## src/rtl/core_mem_arbiter.sv

```systemverilog
// Round-robin arbiter sharing one memory port between instruction fetch and data access.
// Latency: 3 cycles minimum request to ack; requesters wait in req; memory stalls via mem_ack, bounded by TMO.
module core_mem_arbiter #(
    parameter int ADDR_W = 32,
    parameter int DATA_W = 32,
    parameter int TMO    = 16
) (
    input  logic              clk,
    input  logic              rst,
    input  logic              i_req,
    input  logic [ADDR_W-1:0] i_addr,
    output logic              i_ack,
    output logic [DATA_W-1:0] i_rdata,
    input  logic              d_req,
    input  logic              d_we,
    input  logic [ADDR_W-1:0] d_addr,
    input  logic [DATA_W-1:0] d_wdata,
    output logic              d_ack,
    output logic [DATA_W-1:0] d_rdata,
    output logic              mem_req,
    output logic              mem_we,
    output logic [ADDR_W-1:0] mem_addr,
    output logic [DATA_W-1:0] mem_wdata,
    input  logic              mem_ack,
    input  logic [DATA_W-1:0] mem_rdata,
    output logic              err
);

    typedef enum logic [1:0] {IDLE, BUSY, RESP} state_t;

    typedef struct packed {
        logic              we;
        logic [ADDR_W-1:0] addr;
        logic [DATA_W-1:0] wdata;
    } cmd_t;

    localparam logic [7:0] TMO_LAST = 8'(TMO - 1);

    state_t     state, state_nxt;
    cmd_t       cmd;
    logic       grant;       // 0 = fetch, 1 = data
    logic       last_grant;
    logic       pick;
    logic       tmo_hit;
    logic [7:0] wait_cnt;

    // Tie goes to whoever did not win last; a lone requester always wins.
    always_comb begin
        pick = d_req;
        if (i_req && d_req) begin
            pick = ~last_grant;
        end
    end

    assign tmo_hit = (state == BUSY) && !mem_ack && (wait_cnt == TMO_LAST);

    always_ff @(posedge clk) begin
        if (!rst) begin
            state <= IDLE;
        end else begin
            state <= state_nxt;
        end
    end

    always_comb begin
        state_nxt = state;
        case (state)
            IDLE:    if (i_req || d_req) state_nxt = BUSY;
            BUSY:    if (mem_ack || tmo_hit) state_nxt = RESP;
            RESP:    state_nxt = IDLE;
            default: state_nxt = IDLE;
        endcase
    end

    always_comb begin
        mem_req = (state == BUSY);
        i_ack   = (state == RESP) && !grant;
        d_ack   = (state == RESP) && grant;
    end

    assign mem_we    = cmd.we;
    assign mem_addr  = cmd.addr;
    assign mem_wdata = cmd.wdata;

    always_ff @(posedge clk) begin
        if (!rst) begin
            cmd        <= '0;
            grant      <= 1'b0;
            last_grant <= 1'b1;
            wait_cnt   <= 8'd0;
            err        <= 1'b0;
            i_rdata    <= '0;
            d_rdata    <= '0;
        end else begin
            case (state)
                IDLE: begin
                    if (i_req || d_req) begin
                        grant    <= pick;
                        wait_cnt <= 8'd0;
                        if (pick) begin
                            cmd <= '{we: d_we, addr: d_addr, wdata: d_wdata};
                        end else begin
                            cmd <= '{we: 1'b0, addr: i_addr, wdata: '0};
                        end
                    end
                end
                BUSY: begin
                    if (mem_ack || tmo_hit) begin
                        // A timed-out access returns zero data and latches the sticky error.
                        if (grant) begin
                            d_rdata <= mem_ack ? mem_rdata : '0;
                        end else begin
                            i_rdata <= mem_ack ? mem_rdata : '0;
                        end
                        if (!mem_ack) begin
                            err <= 1'b1;
                        end
                    end else begin
                        wait_cnt <= wait_cnt + 8'd1;
                    end
                end
                RESP: begin
                    last_grant <= grant;
                end
                default: ;
            endcase
        end
    end

endmodule

```

## config.mk

```make
export PLATFORM = sky130hd
export DESIGN_NAME = core_mem_arbiter
export DESIGN_NICKNAME = d
export VERILOG_FILES = /design/src/rtl/core_mem_arbiter.sv
export SDC_FILE = /design/constraint.sdc
export NUM_CORES = 1
export LEC_CHECK = 0
export ABC_AREA = 1
export CORE_MARGIN = 10
export CORE_UTILIZATION = 35
export CTS_BUF_LIST = sky130_fd_sc_hd__clkbuf_2
export DETAILED_ROUTE_END_ITERATION = 10
export PLACE_DENSITY_LB_ADDON = 0.3
export SLEW_MARGIN = 10
export SYNTH_ARGS = -nofsm -noshare
export SYNTH_HDL_FRONTEND = slang
export SYNTH_SLANG_ARGS = --single-unit
```

## constraint.sdc

```tcl
create_clock -name clk -period 1.7 [get_ports clk]
set_clock_uncertainty 0.2 [all_clocks]
set_input_delay 0.425 -clock clk [delete_from_list [all_inputs] [get_ports clk]]
set_output_delay 0.425 -clock clk [all_outputs]
set_load 0.01 [all_outputs]
```

==> reports/metrics.cfg <==
[timing]
rsz0062_at_grt = yes
period_share_pct = 120.8
hold_slack_ns = 0.06791
period_minus_slack_ns = 2.053
hold_violations = 0
tightest_slew_ns = 0.4639
setup_viol = 232
drv_slew = 0
slew_headroom_pct = 69.07
fmax_ghz = 0.4870
setup_ws_ns = -0.3534

[critical_path]
crit_type = flop to output port
worstPathArrival_ns = 1.43
cp-start-kind = flop
crit_path_max_fanout = 3
end_kind = output port
worstPathRequired_ns = 1.07

[logic_synthesis]
avgSynthCellArea_um2 = 6.930
seq_area_frac_synth_pct = 47.70
synth_area_mm2 = 0.005959
syn_inst = 860
yosys_warnings = 0
syn-num-nets = 995
ys_seq_elements = 142
yosys.cell_types.count = 24

[routing]
wl_mm = 27.61
drt_iter0_markers = 478
via_per_inst = 4.999
vias = 7528
first_pass_iters = 6
wl_per_cell_um = 18.34
drc = 0
ant_nets = 0

[grt]
grt_overflow = 0
grt_antenna_before_repair = 5
grt_max_degree = 69
grt_usage_pct = 20.81
grt_pass1_vias = 7101
grt_pass1_wl_mm = 37.70

[clocking]
cts_buffers = 17
cts_tree = done
clk_pin_slew_worst_paths_ns = 0.21
clockBufferDepth = 2
h-tree-depth = 4
root_buffer = clkbuf_2
clkLatencyLatePin_ns = 0.69
cts_sinks = 142

[cells_and_area]
final_common_cell = nand2_1
post-route-util_pct = 70.45
nets = 1403
drive_gt1_share_pct = 36.38
area_delta_synth_final_pct = 96.75
fillCellCount = 1206
fin_cells = 1506
final_cell_mix = nand2_1, buf_6, dfxtp_2

[die]
die_area_mm2 = 0.02265
core.rowCount = 47
start_util_pct = 35.81
fp.dieH_um = 150.5
io_pins = 267
core-area_mm2 = 0.01664
die_x_um = 150.5

[hold_path]
hold_class = input port to flop

[power_and_ir_drop]
power.density_mw_per_mm2 = 703.9
vdd_drop_max_uv = 391.2
power_uw = 8253
p_leak_uw = 0.005100

[outcome]
outcome = finished with violations
violations = negative setup slack

[run]
maxCapViolCount = 0

[placed_design]
post-place-cells = 1326
dpl.hpwl_mm = 15.08
io_buffers = 266
pre_cts_slack_ns = -0.3337
gp_congestion = 0.8576

-- final cells by class --
class	count	area (um^2)	area share (%)
multi-input cells	609	2979	25.41
flip-flops and latches	142	3019	25.75
clock inverters	12	167.7	1.430
diodes	5	12.51	0.1067
clock buffers	20	100.1	0.8537
repair buffers	449	4985	42.51
well taps	220	275.3	2.348
inverters	49	186.4	1.590
-- through the flow --
step | instance area, um^2 | TNS, ns
after floorplan | 5959 | 0
after detailed placement | 9072 | -40.41
after CTS | 10910 | -25.85
final | 11730 | -31.84
after global placement | 9072 | -35.25
after global routing | 11730 | -52.31
-- metal layers --
metal  global-route usage, %  up-vias  routed length (um)
met3                   7.353       52                2786
li1                        -     3589                   -
met4                   8.455        0                 869
met1                   23.58     3517               10030
met2                   34.94      370               13930
met5                       0        -                   0
-- flip-flops by register name, summed over array words and instances (netlist names) --
register	cells
mem_wdata	32
state	2
d_rdata	32
grant	1
i_rdata	32
wait_cnt	8
mem_we	1
err	1
last_grant	1
mem_addr	32
-- critical path, cell delays in order, from the launching register on --
cell and delay (ns):
dfxtp_2 0.37, inv_2 0.06, nand2_4 0.07, nor2_4 0.11, buf_6 0.12
-- synthesized netlist by cell type --
cell type | n | share of area, %
buf_1 | 3 | 0.19
buf_2 | 16 | 1.3
nand2_2 | 3 | 0.31
nor2_2 | 1 | 0.11
o21bai_1 | 1 | 0.13
nor2_1 | 108 | 6.8
buf_8 | 1 | 0.25
inv_1 | 46 | 2.9
nor3b_1 | 2 | 0.25
inv_2 | 2 | 0.13
clkbuf_1 | 37 | 2.3
buf_6 | 4 | 0.76
nand2_1 | 274 | 17
ha_1 | 1 | 0.21
a31oi_1 | 32 | 3.4
dfxtp_1 | 142 | 48
nand4_1 | 1 | 0.11
nand2_4 | 1 | 0.19
clkinv_1 | 1 | 0.063
nand3_2 | 1 | 0.17
a21oi_1 | 88 | 7.4
nand3_1 | 60 | 5.0
o21ai_0 | 33 | 2.8
nand3b_1 | 2 | 0.25
-- logic make-up (layout without fill, tap and decap cells) --
group | count (synthesis) | in the layout | share of synthesized area (%)
adders and majority gates | 1 | 1 | 0.2099
AOI/OAI and AO/OA | 154 | 154 | 13.65
other | 0 | 5 | 0
and+or+nand+nor | 453 | 454 | 30.49
DFF | 142 | 142 | 47.70
buffers and inverters | 110 | 530 | 7.957
-- final timing paths --
path,slack (ns),depth (start not counted),endpoint,start
min,0.07,3,mem_addr[19],i_addr[19]
max reg2reg,-0.27,11,d_rdata[29],state[0]
min reg2reg,0.28,2,mem_wdata[28],mem_wdata[28]
max,-0.35,4,i_ack,state[0]
-- report_power, final --
| part | internal [uW] | switching [uW] | total, uW |
|---|---|---|---|
| Combinational | 1270 | 1020 | 2290 |
| Clock | 972 | 1270 | 2240 |
| Sequential | 3570 | 152 | 3720 |
| Total | 5810 | 2440 | 8250 |
-- repair_timing --
action,4_1_cts,5_1_grt
gates resized for setup,874,65
pin swaps,8,16
buffers inserted,14,22
hold buffers,82,0
hold endpoints to repair,141,0
cloned,7,20
endpoints found under the setup margin,198,242
No activity file was read; power rests on OpenSTA's default activity.
